--- src/rtl/stack_cpu_host_driver_pkg.sv ---
// Shared encodings for the stack CPU host driver: target modes, pin-bus bit map, FSM states.
// No logic of its own; pack_bus assembles the 8-bit target input bus from its fields.
// Imported by the driver top and its sub-blocks.
package stack_cpu_host_driver_pkg;

    typedef enum logic [2:0] {
        MODE_RUN   = 3'b000,
        MODE_ECHO  = 3'b001,
        MODE_HIST  = 3'b010,
        MODE_STACK = 3'b011,
        MODE_RST   = 3'b111
    } mode_t;

    localparam int TCLK_BIT  = 0;
    localparam int MODE2_BIT = 1;
    localparam int NIB_LSB   = 2;
    localparam int MODE_LSB  = 6;

    typedef enum logic [1:0] {
        ST_IDLE   = 2'd0,
        ST_TRESET = 2'd1,
        ST_RUN    = 2'd2,
        ST_READ   = 2'd3
    } state_t;

    // The target splits its mode field across the bus: bit 2 sits next to tclk, bits 1:0 on top.
    function automatic logic [7:0] pack_bus(input logic tclk, input logic [2:0] mode,
                                            input logic [3:0] nib);
        logic [7:0] b;
        b                 = '0;
        b[TCLK_BIT]       = tclk;
        b[MODE2_BIT]      = mode[2];
        b[NIB_LSB +: 4]   = nib;
        b[MODE_LSB +: 2]  = mode[1:0];
        return b;
    endfunction

endpackage

--- src/rtl/stack_cpu_host_driver_if.sv ---
// Host-side and target-side signals of the stack CPU host driver.
// slave = driver view, master = harness/testbench view.
// No storage; pure signal bundle.
interface stack_cpu_host_driver_if;
    logic       start;
    logic [3:0] nib_data;
    logic       nib_valid;
    logic       nib_ready;
    logic       rd_req;
    logic [7:0] rd_data;
    logic       rd_valid;
    logic       busy;
    logic [7:0] tgt_io_in;
    logic [7:0] tgt_io_out;

    modport slave (
        input  start, nib_data, nib_valid, rd_req, tgt_io_out,
        output nib_ready, rd_data, rd_valid, busy, tgt_io_in
    );

    modport master (
        output start, nib_data, nib_valid, rd_req, tgt_io_out,
        input  nib_ready, rd_data, rd_valid, busy, tgt_io_in
    );
endinterface

--- src/rtl/stack_cpu_host_driver_nibble_fifo.sv ---
// Nibble FIFO feeding the target program stream; DEPTH must be a power of 2.
// Pop data is combinational from the head entry; push lands one cycle later.
// push_rdy from registered count: a same-cycle pop never frees a slot for that push.
module stack_cpu_host_driver_nibble_fifo #(
    parameter int DEPTH = 8
) (
    input  logic       clk,
    input  logic       rst,
    input  logic       flush,
    input  logic       push_vld,
    input  logic [3:0] push_dat,
    output logic       push_rdy,
    input  logic       pop_en,
    output logic [3:0] pop_dat,
    output logic       empty
);
    localparam int AW = $clog2(DEPTH);

    logic [3:0]  mem [DEPTH];
    logic [AW-1:0] wr_ptr, rd_ptr;
    logic [AW:0]   count;
    logic          do_push, do_pop;

    assign push_rdy = (count != (AW+1)'(DEPTH));
    assign empty    = (count == '0);
    assign do_push  = push_vld & push_rdy & ~flush;
    assign do_pop   = pop_en & ~empty & ~flush;
    assign pop_dat  = mem[rd_ptr];

    always_ff @(posedge clk) begin
        if (do_push) mem[wr_ptr] <= push_dat;
    end

    // Pointers wrap naturally because DEPTH is a power of 2.
    always_ff @(posedge clk) begin
        if (rst || flush) begin
            wr_ptr <= '0;
            rd_ptr <= '0;
            count  <= '0;
        end else begin
            if (do_push) wr_ptr <= wr_ptr + 1'b1;
            if (do_pop)  rd_ptr <= rd_ptr + 1'b1;
            case ({do_push, do_pop})
                2'b10:   count <= count + 1'b1;
                2'b01:   count <= count - 1'b1;
                default: count <= count;
            endcase
        end
    end
endmodule

--- src/rtl/stack_cpu_host_driver.sv ---
// Host driver for the stack CPU pins: target reset, one nibble per tclk, paused stack snapshots.
// Nibbles appear on the falling tclk edge; snapshot returns SETTLE (+2 with TGT_SYNC_EN) cycles after a fall.
// nib_ready drops when the FIFO is full; an empty FIFO streams NOPs rather than stalling tclk.
module stack_cpu_host_driver
    import stack_cpu_host_driver_pkg::*;
#(
    parameter int CLK_DIV      = 4,
    parameter int FIFO_DEPTH   = 8,
    parameter int RESET_CYCLES = 2,
    parameter int SETTLE       = 2
) (
    input  logic                  clk,
    input  logic                  rst,
    stack_cpu_host_driver_if.slave bus
);
    localparam int DIV_W = $clog2(CLK_DIV);
    localparam logic [DIV_W-1:0] DIV_LAST = DIV_W'(CLK_DIV - 1);
    localparam int RC_W = $clog2(RESET_CYCLES + 1);
    localparam logic [RC_W-1:0] RC_LAST = RC_W'(RESET_CYCLES);
`ifdef TGT_SYNC_EN
    localparam int READ_LEN = SETTLE + 2;
`else
    localparam int READ_LEN = SETTLE;
`endif
    localparam int SC_W = $clog2(READ_LEN + 1);
    localparam logic [SC_W-1:0] SETTLE_LAST = SC_W'(READ_LEN - 1);

    state_t           state, state_nxt;
    logic [DIV_W-1:0] div_cnt;
    logic             tclk;
    mode_t            mode;
    logic [3:0]       nibble;
    logic             pending;
    logic [RC_W-1:0]  rst_cnt;
    logic [SC_W-1:0]  settle_cnt;
    logic [7:0]       rd_data_q;
    logic             rd_valid_q;
    logic [7:0]       cap_src;

    logic tick, rise_ev, fall_ev;
    logic restart, go_run, run_pop, enter_read, capture, clk_run, pop_en;
    logic fifo_empty;
    logic [3:0] fifo_dat;

    assign tick    = (div_cnt == DIV_LAST);
    assign rise_ev = tick & ~tclk;
    assign fall_ev = tick & tclk;
    assign pop_en  = go_run | run_pop;

`ifdef TGT_SYNC_EN
    logic [7:0] sync_q1, sync_q2;
    always_ff @(posedge clk) begin
        if (rst) begin
            sync_q1 <= '0;
            sync_q2 <= '0;
        end else begin
            sync_q1 <= bus.tgt_io_out;
            sync_q2 <= sync_q1;
        end
    end
    assign cap_src = sync_q2;
`else
    assign cap_src = bus.tgt_io_out;
`endif

    stack_cpu_host_driver_nibble_fifo #(.DEPTH(FIFO_DEPTH)) u_fifo (
        .clk      (clk),
        .rst      (rst),
        .flush    (restart),
        .push_vld (bus.nib_valid),
        .push_dat (bus.nib_data),
        .push_rdy (bus.nib_ready),
        .pop_en   (pop_en),
        .pop_dat  (fifo_dat),
        .empty    (fifo_empty)
    );

    always_ff @(posedge clk) begin
        if (rst) state <= ST_IDLE;
        else     state <= state_nxt;
    end

    always_comb begin
        state_nxt = state;
        if (bus.start) begin
            state_nxt = ST_TRESET;
        end else begin
            case (state)
                ST_IDLE:   ;
                ST_TRESET: if (fall_ev && rst_cnt == RC_LAST) state_nxt = ST_RUN;
                ST_RUN:    if (fall_ev && pending) state_nxt = ST_READ;
                ST_READ:   if (settle_cnt == SETTLE_LAST) state_nxt = ST_RUN;
                default:   state_nxt = ST_IDLE;
            endcase
        end
    end

    always_comb begin
        restart    = bus.start;
        go_run     = 1'b0;
        run_pop    = 1'b0;
        enter_read = 1'b0;
        capture    = 1'b0;
        clk_run    = 1'b0;
        if (!bus.start) begin
            case (state)
                ST_TRESET: begin
                    clk_run = 1'b1;
                    go_run  = fall_ev && (rst_cnt == RC_LAST);
                end
                ST_RUN: begin
                    clk_run    = 1'b1;
                    enter_read = fall_ev & pending;
                    run_pop    = fall_ev & ~pending;
                end
                ST_READ: capture = (settle_cnt == SETTLE_LAST);
                default: ;
            endcase
        end
    end

    always_ff @(posedge clk) begin
        if (rst) begin
            div_cnt    <= '0;
            tclk       <= 1'b0;
            mode       <= MODE_RST;
            nibble     <= '0;
            pending    <= 1'b0;
            rst_cnt    <= '0;
            settle_cnt <= '0;
            rd_data_q  <= '0;
            rd_valid_q <= 1'b0;
        end else begin
            rd_valid_q <= capture;
            if (capture) rd_data_q <= cap_src;

            // tclk is parked low whenever the target is not being clocked (IDLE, READ, restart).
            if (clk_run) begin
                if (tick) begin
                    div_cnt <= '0;
                    tclk    <= ~tclk;
                end else begin
                    div_cnt <= div_cnt + 1'b1;
                end
            end else begin
                div_cnt <= '0;
                tclk    <= 1'b0;
            end

            // The serviced request is consumed on READ entry so a new rd_req during READ survives capture.
            if (restart && state != ST_IDLE) pending <= 1'b0;
            else if (enter_read)             pending <= bus.rd_req;
            else if (bus.rd_req)             pending <= 1'b1;

            if (restart) rst_cnt <= '0;
            else if (state == ST_TRESET && rise_ev && rst_cnt != RC_LAST) rst_cnt <= rst_cnt + 1'b1;

            if (enter_read)            settle_cnt <= '0;
            else if (state == ST_READ) settle_cnt <= settle_cnt + 1'b1;

            if (restart) begin
                mode   <= MODE_RST;
                nibble <= '0;
            end else if (go_run) begin
                mode   <= MODE_RUN;
                nibble <= fifo_empty ? 4'h0 : fifo_dat;
            end else if (run_pop) begin
                nibble <= fifo_empty ? 4'h0 : fifo_dat;
            end else if (enter_read) begin
                mode   <= MODE_STACK;
            end else if (capture) begin
                mode   <= MODE_RUN;
            end
        end
    end

    assign bus.tgt_io_in = pack_bus(tclk, mode, nibble);
    assign bus.busy      = (state != ST_IDLE);
    assign bus.rd_data   = rd_data_q;
    assign bus.rd_valid  = rd_valid_q;
endmodule
--- src/flat_wrapper.sv ---
// flat-port wrapper written by rule: the top's interface ports become plain ports
module stack_cpu_host_driver_flat import stack_cpu_host_driver_pkg::*;
#(
    parameter int CLK_DIV      = 4,
    parameter int FIFO_DEPTH   = 8,
    parameter int RESET_CYCLES = 2,
    parameter int SETTLE       = 2
)
  (clk, rst, bus_start, bus_nib_data, bus_nib_valid, bus_rd_req, bus_tgt_io_out, bus_nib_ready, bus_rd_data, bus_rd_valid, bus_busy, bus_tgt_io_in);
  stack_cpu_host_driver_if bus_i ();
  input  logic clk;
  input  logic rst;
  input wire logic [$bits(bus_i.start)-1:0] bus_start;
  input wire logic [$bits(bus_i.nib_data)-1:0] bus_nib_data;
  input wire logic [$bits(bus_i.nib_valid)-1:0] bus_nib_valid;
  input wire logic [$bits(bus_i.rd_req)-1:0] bus_rd_req;
  input wire logic [$bits(bus_i.tgt_io_out)-1:0] bus_tgt_io_out;
  output wire logic [$bits(bus_i.nib_ready)-1:0] bus_nib_ready;
  output wire logic [$bits(bus_i.rd_data)-1:0] bus_rd_data;
  output wire logic [$bits(bus_i.rd_valid)-1:0] bus_rd_valid;
  output wire logic [$bits(bus_i.busy)-1:0] bus_busy;
  output wire logic [$bits(bus_i.tgt_io_in)-1:0] bus_tgt_io_in;
  assign bus_i.start = bus_start;
  assign bus_i.nib_data = bus_nib_data;
  assign bus_i.nib_valid = bus_nib_valid;
  assign bus_i.rd_req = bus_rd_req;
  assign bus_i.tgt_io_out = bus_tgt_io_out;
  assign bus_nib_ready = bus_i.nib_ready;
  assign bus_rd_data = bus_i.rd_data;
  assign bus_rd_valid = bus_i.rd_valid;
  assign bus_busy = bus_i.busy;
  assign bus_tgt_io_in = bus_i.tgt_io_in;
  stack_cpu_host_driver #(.CLK_DIV(CLK_DIV), .FIFO_DEPTH(FIFO_DEPTH), .RESET_CYCLES(RESET_CYCLES), .SETTLE(SETTLE)) u_core (.clk(clk), .rst(rst), .bus(bus_i));
endmodule
--- config.mk ---
export PLATFORM = sky130hd
export DESIGN_NAME = stack_cpu_host_driver_flat
export DESIGN_NICKNAME = d
export VERILOG_FILES = /design/src/rtl/stack_cpu_host_driver_pkg.sv /design/src/rtl/stack_cpu_host_driver_if.sv /design/src/rtl/stack_cpu_host_driver_nibble_fifo.sv /design/src/rtl/stack_cpu_host_driver.sv /design/src/flat_wrapper.sv
export SDC_FILE = /design/constraint.sdc
export NUM_CORES = 1
export LEC_CHECK = 0
export CORE_MARGIN = 1
export CORE_UTILIZATION = 59
export CTS_CLUSTER_SIZE = 40
export DETAILED_ROUTE_END_ITERATION = 8
export GPL_ROUTABILITY_DRIVEN = 1
export MAX_ROUTING_LAYER = met4
export PLACE_DENSITY = 0.8
export SETUP_SLACK_MARGIN = 0.15
export SLEW_MARGIN = 20
export SYNTH_ARGS = -nofsm -noshare
export SYNTH_HDL_FRONTEND = slang
export SYNTH_SLANG_ARGS = --single-unit
--- constraint.sdc ---
create_clock -name clk -period 6.85 [get_ports clk]
set_input_delay 2.055 -clock clk [delete_from_list [all_inputs] [get_ports clk]]
set_output_delay 2.055 -clock clk [all_outputs]
set_load 0.02 [all_outputs]
==> reports/qor.csv, run 1 <==
stage,metric,value,unit
floorplan,IO Pins,36,
route,wire length per cell,15.6,µm
floorplan,Die Span Y,72.6,µm
worst_setup_path,CP Capture Type,flop,
run,max_cap viols,0,
placement,dpl hpwl,3.64,mm
finish,"commonest cells after routing, fill and taps aside","dfxtp_1 (38), clkdlybuf4s50_1 (35), edfxtp_1 (32)",
grt,first-pass GRT wire length,8.64,mm
route,Met3 Wirelength,262,µm
finish,"commonest non-fill, non-tap cell in the layout",dfxtp_1,
placement,pre-CTS setup slack,2290,ps
finish,ant diodes,0,
run_status,status,"finished, final reports clean",
timing,fmax,0.236,GHz
worst_setup_path,crit-path cells,clkdlybuf4s50_1 > a2111oi_4 > ha_1 > xor2_1 > ha_1 > a21oi_1 > xor2_1 > or3_1 > a21oi_1,
floorplan,die area,5270,µm²
worst_setup_path,crit path kind,in2reg,
logic_synthesis,Post-Syn Area,2940,µm²
logic_synthesis,Post-synth EDFFs,32,
grt,initial antenna violation count,0,
placement,GPL Wtd Cong,0.877,
clocking,CTS hold repair buffers,0,
logic_synthesis,async set or reset register ratio after synthesis,0,%
placement,placed cells,324,
timing,final setup margin,2620,ps
hold_path,HP Class,reg2reg,
logic_synthesis,synth unique cells,43,
clocking,Root Driver,clkbuf_8,
grt,number of global-route vias before repair,1795,
route,vias per cell,5.51,
route,final wirelength,5.30,mm
route,Max Used Layer,met4,
clocking,CTS sink cnt,70,
finish,Final Net Count,297,
worst_setup_path,worst-path maximum fanout,11,
logic_synthesis,sequential area share after synthesis,58.6,%
worst_setup_path,CP max stage delay,610,ps
floorplan,Die W,72.6,µm
timing,final setup violation count,0,
logic_synthesis,syn_area_per_cell,12.7,µm²
worst_setup_path,Worst EP arrival,4510,ps
logic_synthesis,Cells after Synth,232,
finish,Synth-to-Final Area Change,20.9,%
route,# DRC,0,
route,Detailed Routing Iterations Pass 1,4,
timing,Slew Limit Fails,0,
power,peak supply drop,0.184,mV
clocking,post-CTS sizing,0,
route,DR WL met2,2.45,mm
route,vias,1874,
clocking,clk_lat worst skew,350,ps
floorplan,Initial Utilization,61.8,%
clocking,Longest Clk Path Bufs,2,
logic_synthesis,top post-synthesis cells by area,"edfxtp_1 (33%), dfxtp_1 (26%), mux4_2 (6.1%)",
logic_synthesis,Synthesized Nets,261,
logic_synthesis,Synth area leader,edfxtp_1,
clocking,Clock transition at path regs,80,ps
route,M1 wire length,2.51,mm
logic_synthesis,ys flop type,dfxtp_1,
placement,I/O Buffers,35,
logic_synthesis,synth warn,0,
clocking,H-tree Lvls,3,
logic_synthesis,Yosys reg bits,70,
timing,RSZ-0062 raised after global routing,no,
timing,max_slew headroom,50.5,%
route,ANT nets after route,0,
timing,setup TNS,0,ps
clocking,TritonCTS Buffers,9,
clocking,CTS tree,done,
power,Pleak,1.31,nW
finish,layout cells sized above 1,12.5,%
grt,largest net degree at the start of global routing,16,
timing,Worst-Margin Slew,738,ps
worst_setup_path,Crit path required time,7130,ps
grt,all-layer global routing usage,23.5,%
route,iteration-0 DRC count of the detailed router,155,
floorplan,row count,25,
finish,"non-filler cells, final",340,
logic_synthesis,post-synth top area share,32.7,%
worst_setup_path,Critical Path Source Type,primary input,
clocking,postcts setup bufs,0,
grt,Overflow after GRT,0,
timing,min cycle time layout,4230,ps
timing,Fin Clk Skew,8.42,ps
timing,Final Cycle Share,61.8,%
finish,Finished Core Util,74.8,%
power,Power Density,246,nW/µm²
worst_setup_path,crit path max-delay cell type,clkdlybuf4s50_1,
floorplan,core area,4750,µm²
timing,endpoints failing hold,0,
==> cells by family (layout without fill, tap and decap cells) <==
logic type / count (synthesis) / count (layout) / synth area share [%]
AND/OR/NAND/NOR: 71 / 71 / 12.1
flip-flops: 70 / 70 / 58.6
AO/OA/AOI/OAI: 30 / 30 / 7.62
multiplexers: 22 / 22 / 11.1
buffers and inverters: 18 / 59 / 2.89
adder cells (fa/ha/maj): 12 / 12 / 5.11
XOR/XNOR: 9 / 9 / 2.68
==> worst max-delay path, delay by kind of cell <==
family	cells	cell delay [ps]
adder cells (fa/ha/maj)	2	530
XOR/XNOR	2	350
buffers and inverters	1	610
AND/OR/NAND/NOR	1	310
AO/OA/AOI/OAI	3	670
==> cell usage after synthesis (5+ instances only) <==
| master | n |
|---|---|
| inv_1 | 8 |
| mux2i_1 | 10 |
| nor2_1 | 28 |
| xor2_1 | 5 |
| dfxtp_1 | 38 |
| mux4_2 | 8 |
| o21ai_0 | 5 |
| edfxtp_1 | 32 |
| ha_1 | 12 |
| nand2_1 | 14 |
| a21oi_1 | 9 |
==> routing by layer <==
layer  GRT usage (%)  up-vias
li1                -      921
met1            29.9      886
met2            34.5       58
met3            6.77        9
met4            11.8        0
met5               -        -
==> report_power, final <==
group,leakage (nW),switching (mW),total [mW],internal (mW)
clock,0.121,0.156,0.396,0.240
combinational,0.591,0.0196,0.0375,0.0179
sequential,0.596,0.00286,0.443,0.440
total,1.31,0.178,0.876,0.698
==> area by class of cell <==
cell class	instances	area, µm²
well taps	67	83.8
inverters	8	30.0
multi-input cells	144	1130
clock buffers	9	124
flip-flops and latches	70	1720
repair buffers	35	350
fillers	313	1200
clock inverters	7	113
==> per-stage QoR <==
stage               hold slack (ps)  power [mW]  instance area [µm²]
finish                          442       0.876                 3560
global placement                415       0.489                 3320
floorplan                       404       0.472                 2940
detailed placement              419       0.490                 3320
CTS                             435       0.880                 3560
global route                    447       0.899                 3560
==> state kept, by name, indices dropped and copies added, names as in the netlist, named ones only <==
register              flops
u_core.u_fifo.wr_ptr      3
u_core.div_cnt            2
u_core.pending            1
u_core.tclk               1
u_core.rst_cnt            2
u_core.bus.rd_valid       1
u_core.mode               2
u_core.settle_cnt         2
u_core.u_fifo.count       4
u_core.nibble             4
u_core.u_fifo.rd_ptr      3
u_core.state              2
u_core.bus.rd_data        8
u_core.u_fifo.mem        32
==> worst paths after layout <==
check	startpoint	end	slack, ps	cells after the start
worst max register to register	u_core.state[0]	u_core.u_fifo.count[2]	4030	11
worst min register to register	u_core.div_cnt[0]	u_core.div_cnt[0]	440	1
worst max-delay path	bus_start	u_core.u_fifo.count[2]	2620	9
worst min-delay path	u_core.div_cnt[0]	u_core.div_cnt[0]	440	1
Power figures use the tool's default switching activity.
==> inputs of run 2 (changes only) <==
Settings changed: CORE_UTILIZATION 59 to 49, PLACE_DENSITY 0.8 to 0.7.
Clock period 6.85 ns to 3.45 ns, I/O delays scaled along.
==> run 2 against run 1 <==
Global-route usage down 4.7 points. Sequential power up 98%. Hold slack better by 11 ps. Count of clock-buffer cells in the layout unchanged. Critical path depth up 1. Core utilization down 12 points. Setup slack worse by 2200 ps. Sequential share of layout area up 0.051 points.
==> reports/qor.csv, run 2 (synthesis gave the netlist of run 1 again) <==
stage,metric,value,unit,change
run_status,status,"finished, final reports clean",,
worst_setup_path,Crit path required time,3720,ps,-3410 ps
timing,Slew Limit Fails,0,,unchanged
finish,area of the multi-input gates,1130,µm²,unchanged
floorplan,Initial Utilization,52.1,%,-9.7 points
power,Clock power frac,40.4,%,-4.7 points
worst_setup_path,crit path kind,in2reg,,
route,final wirelength,5.10,mm,-3.9%
clocking,CTS tree,done,,
clocking,Root Driver,clkbuf_8,,
route,# DRC,0,,unchanged
clocking,H-tree Lvls,3,,unchanged
finish,Final Net Count,301,,+1.3%
power,Pleak,1.30,nW,-0.33%
clocking,post-CTS sizing,0,,unchanged
timing,setup TNS,0,ps,unchanged
finish,Top reg by flops,u_core.u_fifo.mem,,
power,Cell Int Power,1.25,mW,+79%
clocking,TritonCTS Buffers,9,,unchanged
grt,all-layer global routing usage,18.8,%,-4.7 points
finish,"commonest non-fill, non-tap cell in the layout",dfxtp_1,,
floorplan,row count,27,,+8.0%
finish,ant diodes,0,,unchanged
grt,GR Util met1,24.0,%,-5.9 points
power,Combinational Power Share,4.7,%,+0.4 points
worst_setup_path,Worst Reg-to-Reg Cells,9,,-2
power,Power Density,451,nW/µm²,+83%
floorplan,die area,6310,µm²,+20%
worst_setup_path,Critical Path Source Type,primary input,,
power,Sw Pwr,0.354,mW,+99%
timing,Worst-Margin Slew,613,ps,-125 ps
placement,GPL Wtd Cong,0.837,,-4.6%
floorplan,core area,5640,µm²,+19%
grt,number of global-route vias before repair,1832,,+2.1%
placement,I/O Buffers,35,,unchanged
power,Flop pwr share,54.9,%,+4.3 points
timing,final setup violation count,0,,unchanged
hold_path,hold path depth,1,,unchanged
power,peak supply drop,0.259,mV,+41%
timing,Fin Clk Skew,8.41,ps,-0.0179 ps
power,Net Sw Frac,22.1,%,+1.8 points
finish,Fillers,427,,+36%
grt,largest net degree at the start of global routing,15,,-1
worst_setup_path,critical path depth in cells,10,,+1
finish,Finished Core Util,63.0,%,-12 points
grt,first-pass GRT wire length,8.55,mm,-1.0%
finish,register area,1720,µm²,unchanged
floorplan,Die Span Y,79.5,µm,+9.5%
clocking,postcts setup bufs,0,,unchanged
timing,min cycle time layout,3040,ps,
worst_setup_path,CP max stage delay,530,ps,-80 ps
worst_setup_path,buffer and inverter count on the worst path,1,,unchanged
timing,endpoints failing hold,0,,unchanged
route,vias,1837,,-2.0%
route,ANT nets after route,0,,unchanged
floorplan,Die W,79.5,µm,+9.5%
clocking,clk_lat worst skew,340,ps,about the same
timing,max_slew headroom,58.8,%,+8.3 points
route,wire length per cell,14.6,µm,-6.4%
finish,"commonest cells after routing, fill and taps aside","dfxtp_1 (38), clkdlybuf4s50_1 (35), edfxtp_1 (32)",,
grt,busiest layer in global routing,met2,,
finish,layout cells sized above 1,14.1,%,+1.6 points
clocking,CTS hold repair buffers,0,,unchanged
worst_setup_path,worst-path maximum fanout,4,,-7
worst_setup_path,Worst path top cell family by delay,simple AND/OR/NAND/NOR gates,,
clocking,CTS sink cnt,70,,unchanged
run,max_cap viols,0,,unchanged
worst_setup_path,Worst EP arrival,3310,ps,-1200 ps
finish,number of flip-flops in the largest register,32,,unchanged
route,vias per cell,5.26,,-4.5%
clocking,Clock transition at path regs,70,ps,about the same
finish,Synth-to-Final Area Change,20.8,%,
timing,fmax,0.329,GHz,
timing,RSZ-0062 raised after global routing,no,,
hold_path,HP Class,reg2reg,,
worst_setup_path,CP Capture Type,flop,,
placement,dpl hpwl,3.64,mm,-0.14%
grt,Overflow after GRT,0,,unchanged
clocking,Longest Clk Path Bufs,2,,unchanged
route,Detailed Routing Iterations Pass 1,4,,unchanged
worst_setup_path,crit-path cells,clkdlybuf4s50_1 > nand2_1 > or2_2 > ha_1 > xor2_1 > ha_1 > a21oi_1 > xor2_1 > or3_1 > a21oi_1,,
route,iteration-0 DRC count of the detailed router,95,,-39%
grt,met3 global-route usage,4.80,%,-2.0 points
grt,met2 global-route usage,28.1,%,-6.4 points
grt,initial antenna violation count,0,,unchanged
floorplan,IO Pins,36,,unchanged
timing,Final Cycle Share,88.2,%,
worst_setup_path,crit path max-delay cell type,clkdlybuf4s50_1,,
-- run 2: cell count changes in the layout (fill, tap and decap cells not counted) --
| cell | change |
|---|---|
| buf_4 | +4 |
| bufinv_16 | -2 |
| clkinvlp_4 | +2 |
| inv_6 | +2 |
| clkinv_1 | -1 |
| clkinv_4 | -1 |
-- run 2: worst reg2reg max path, stage by stage, from the launching register on --
cell       delay, ps
dfxtp_1          340
inv_1            100
ha_1             270
nand2b_2         130
a2111oi_4        390
buf_4            210
ha_1             300
a2111oi_0        500
o21ai_0          160
a21oi_1          150
-- run 2: power groups by stage --
stage	registers (mW)	logic, mW	clock network (mW)
after floorplan	0.897	0.0393	0
after global placement	0.898	0.0747	0
after detailed placement	0.898	0.0756	0
after CTS	0.879	0.0761	0.663
after global routing	0.880	0.0845	0.703
final	0.879	0.0759	0.647
-- run 2: final cells by class --
class,instances,share of cell area (%)
flip-flops and latches,70,48.5
multi-input cells,144,31.9
repair buffers,39,10.7
clock buffers,9,3.49
well taps,72,2.54
clock inverters,7,2.04
inverters,8,0.845
-- run 2: per-layer routing --
layer	share of wire, %	vias to the layer above
li1	-	926
met1	49	868
met2	46	37
met3	3.7	6
met4	1.4	0
met5	0	-
-- run 2: path summary, 6_finish.rpt --
check	start	to	slack, ps
worst min register to register	u_core.div_cnt[0]	u_core.div_cnt[0]	450
worst min-delay path	u_core.div_cnt[0]	u_core.div_cnt[0]	450
worst max-delay path	bus_nib_valid	u_core.u_fifo.count[2]	410
worst max register to register	u_core.state[0]	u_core.u_fifo.count[3]	830
-- run 2: metrics by stage --
step	power (mW)	cells	area (µm²)	worst slack [ps]	hold slack, ps
finish	1.60	349	3550	408	453
CTS	1.62	349	3550	441	446
global placement	0.973	333	3360	163	413
detailed placement	0.974	333	3360	105	436
floorplan	0.936	232	2940	630	404
global route	1.67	349	3550	223	499
==> inputs of run 3 (changes only) <==
Settings changed: CORE_UTILIZATION 49 to 52, CTS_BUF_LIST from default to sky130_fd_sc_hd__clkbuf_8, PLACE_DENSITY 0.7 to 0.74, SLEW_MARGIN 20 to 15.
==> run 3 against run 2 <==
Register-to-register slack about the same. Combinational power up 0.5%. Global-route usage up 0.41 points. Non-clock buffer count up 1. Clock skew shrank 1.8 ps. Critical path depth stayed put. Flip-flop and latch count unchanged. Setup slack improved by 72 ps. Sequential share of layout area shrank 0.47 points. Via count about the same. Largest power group unchanged. Final area up 0.99%. Wire length up 0.57%.
==> reports/qor.csv, run 3 (synthesis gave the netlist of run 1 again) <==
stage,metric,value,unit,change
grt,initial antenna violation count,0,,unchanged
power,Sw Pwr,0.337,mW,-4.9%
worst_setup_path,crit path max-delay cell type,clkdlybuf4s50_1,,
clocking,TritonCTS Buffers,9,,unchanged
route,iteration-0 DRC count of the detailed router,107,,+13%
clocking,CTS hold repair buffers,0,,unchanged
route,final wirelength,5.12,mm,+0.57%
power,Cell Int Power,1.34,mW,+7.1%
worst_setup_path,crit path kind,in2reg,,
worst_setup_path,FF-to-FF setup slack,840,ps,about the same
finish,number of flip-flops in the largest register,32,,unchanged
grt,first-pass GRT wire length,8.33,mm,-2.6%
run,max_cap viols,0,,unchanged
worst_setup_path,buffer and inverter count on the worst path,1,,unchanged
finish,Top reg by flops,u_core.u_fifo.mem,,
clocking,Root Driver,clkbuf_8,,
run_status,status,"finished, final reports clean",,
route,vias per cell,5.25,,-0.34%
timing,RSZ-0062 raised after global routing,no,,
timing,max_slew headroom,57.7,%,-1.1 points
hold_path,HP Class,reg2reg,,
timing,Final Cycle Share,86.1,%,-2.1 points
route,ANT nets after route,0,,unchanged
route,wire length per cell,14.6,µm,+0.28%
timing,WHS,438,ps,-14.4 ps
placement,placed cells,334,,+0.30%
grt,largest net degree at the start of global routing,15,,unchanged
finish,"commonest cells after routing, fill and taps aside","dfxtp_1 (38), clkdlybuf4s50_1 (35), edfxtp_1 (32)",,
clocking,CTS tree,done,,
grt,Overflow after GRT,0,,unchanged
timing,endpoints failing hold,0,,unchanged
clocking,CTS sink cnt,70,,unchanged
placement,pre-CTS setup slack,136,ps,+30.4 ps
hold_path,Min-Delay Endpoint,u_core.div_cnt[0],,
floorplan,Die Span Y,77.2,µm,-2.9%
finish,Synth-to-Final Area Change,22.0,%,
timing,Slew Limit Fails,0,,unchanged
floorplan,IO Pins,36,,unchanged
timing,Fin Clk Skew,6.59,ps,-1.82 ps
worst_setup_path,CP Capture Type,flop,,
floorplan,row count,27,,unchanged
clocking,H-tree Lvls,3,,unchanged
route,vias,1836,,-0.054%
placement,I/O Buffers,35,,unchanged
hold_path,hold_sp,u_core.div_cnt[0],,
worst_setup_path,CP max stage delay,520,ps,about the same
finish,Finished Core Util,65.5,%,+2.6 points
worst_setup_path,Critical Path Source Type,primary input,,
finish,"commonest non-fill, non-tap cell in the layout",dfxtp_1,,
power,Flop pwr share,52.6,%,-2.3 points
worst_setup_path,worst-path maximum fanout,4,,unchanged
finish,ant diodes,0,,unchanged
timing,min cycle time layout,2970,ps,-71.5 ps
worst_setup_path,crit-path cells,clkdlybuf4s50_1 > nand2_1 > or2_2 > ha_1 > xor2_1 > ha_1 > a21oi_1 > xor2_1 > or3_1 > a21oi_1,,
worst_setup_path,Worst Reg-to-Reg Cells,9,,unchanged
power,Pleak,1.32,nW,+1.2%
timing,Worst-Margin Slew,633,ps,+20.2 ps
power,Net Sw Frac,20.1,%,-2.0 points
worst_setup_path,Reg-to-Reg Start,u_core.state[0],,
clocking,clk_lat worst skew,330,ps,about the same
timing,final setup violation count,0,,unchanged
worst_setup_path,RR Endpoint,u_core.u_fifo.count[3],,
power,Power Density,466,nW/µm²,+3.4%
route,Detailed Routing Iterations Pass 1,6,,+2
timing,final setup margin,479,ps,+71.5 ps
finish,layout cells sized above 1,14.0,%,-0.051 points
placement,dpl hpwl,3.66,mm,+0.60%
worst_setup_path,critical path depth in cells,10,,unchanged
hold_path,hold path depth,1,,unchanged
finish,Final Net Count,302,,+0.33%
timing,fmax,0.337,GHz,+2.4%
worst_setup_path,Worst path top cell family by delay,simple AND/OR/NAND/NOR gates,,
floorplan,core area,5470,µm²,-3.0%
power,Combinational Power Share,4.6,%,about the same
timing,setup TNS,0,ps,unchanged
worst_setup_path,Worst EP arrival,3240,ps,-70 ps
grt,all-layer global routing usage,19.2,%,+0.41 points
grt,number of global-route vias before repair,1801,,-1.7%
floorplan,Initial Utilization,53.7,%,+1.6 points
worst_setup_path,Crit path required time,3710,ps,about the same
clocking,Longest Clk Path Bufs,2,,unchanged
clocking,Clock transition at path regs,70,ps,about the same
route,# DRC,0,,unchanged
floorplan,Die W,77.2,µm,-2.9%
power,Clock power frac,42.9,%,+2.5 points
clocking,post-CTS sizing,0,,unchanged
finish,"non-filler cells, final",350,,+0.29%
floorplan,die area,5960,µm²,-5.6%
clocking,postcts setup bufs,0,,unchanged
power,peak supply drop,0.279,mV,+7.7%
placement,GPL Wtd Cong,0.782,,-6.6%
-- run 3: cell types whose count changed in the layout (fill, tap and decap cells not counted) --
cell	change
clkinv_2	-2
inv_6	-2
buf_4	+1
bufinv_16	+1
clkbuf_8	+1
clkinvlp_4	+1
inv_1	+1
-- run 3: metal layers --
metal	track usage, %	vias to the layer above	wire length, µm
li1	-	925	-
met1	23.9	863	2430
met2	29.4	46	2420
met3	6.67	2	260
met4	6.23	0	21
met5	-	-	0
-- run 3: worst register-to-register path, stage by stage, from the launching register on --
cell and delay, ps:
dfxtp_1 340, inv_1 80, ha_1 270, nand2b_2 140, a2111oi_4 390, buf_4 210
ha_1 300, a2111oi_0 480, o21ai_0 170, a21oi_1 150
-- run 3: how the worst max path moves through the flow --
stage                                start                      to
finish                       bus_nib_valid  u_core.u_fifo.count[2]
global route                 bus_nib_valid  u_core.u_fifo.count[3]
CTS                 u_core.u_fifo.count[0]           bus_nib_ready
detailed placement           bus_nib_valid  u_core.u_fifo.count[2]
global placement             bus_nib_valid  u_core.u_fifo.count[2]
floorplan                        bus_start  u_core.u_fifo.count[2]
-- run 3: power groups by stage --
stage          Combinational (mW)  Sequential, mW  Clock [mW]
6_report                   0.0763           0.880       0.717
3_3_place_gp               0.0755           0.898           0
3_5_place_dp               0.0760           0.898           0
4_1_cts                    0.0768           0.880       0.736
5_1_grt                    0.0843           0.880       0.777
2_1_floorplan              0.0393           0.897           0
-- run 3: layout make-up --
type / count / area, µm²
Fill cell: 438 / 1890
Sequential cell: 70 / 1720
Clock inverter: 6 / 86.3
Inverter: 8 / 30.0
Tap cell: 72 / 90.1
Timing Repair Buffer: 40 / 388
Multi-Input combinational cell: 144 / 1130
Clock buffer: 10 / 138
-- run 3: metrics by stage --
step	area, µm²	power, mW
CTS	3590	1.69
finish	3590	1.67
global placement	3360	0.973
detailed placement	3360	0.974
floorplan	2940	0.936
global route	3590	1.74
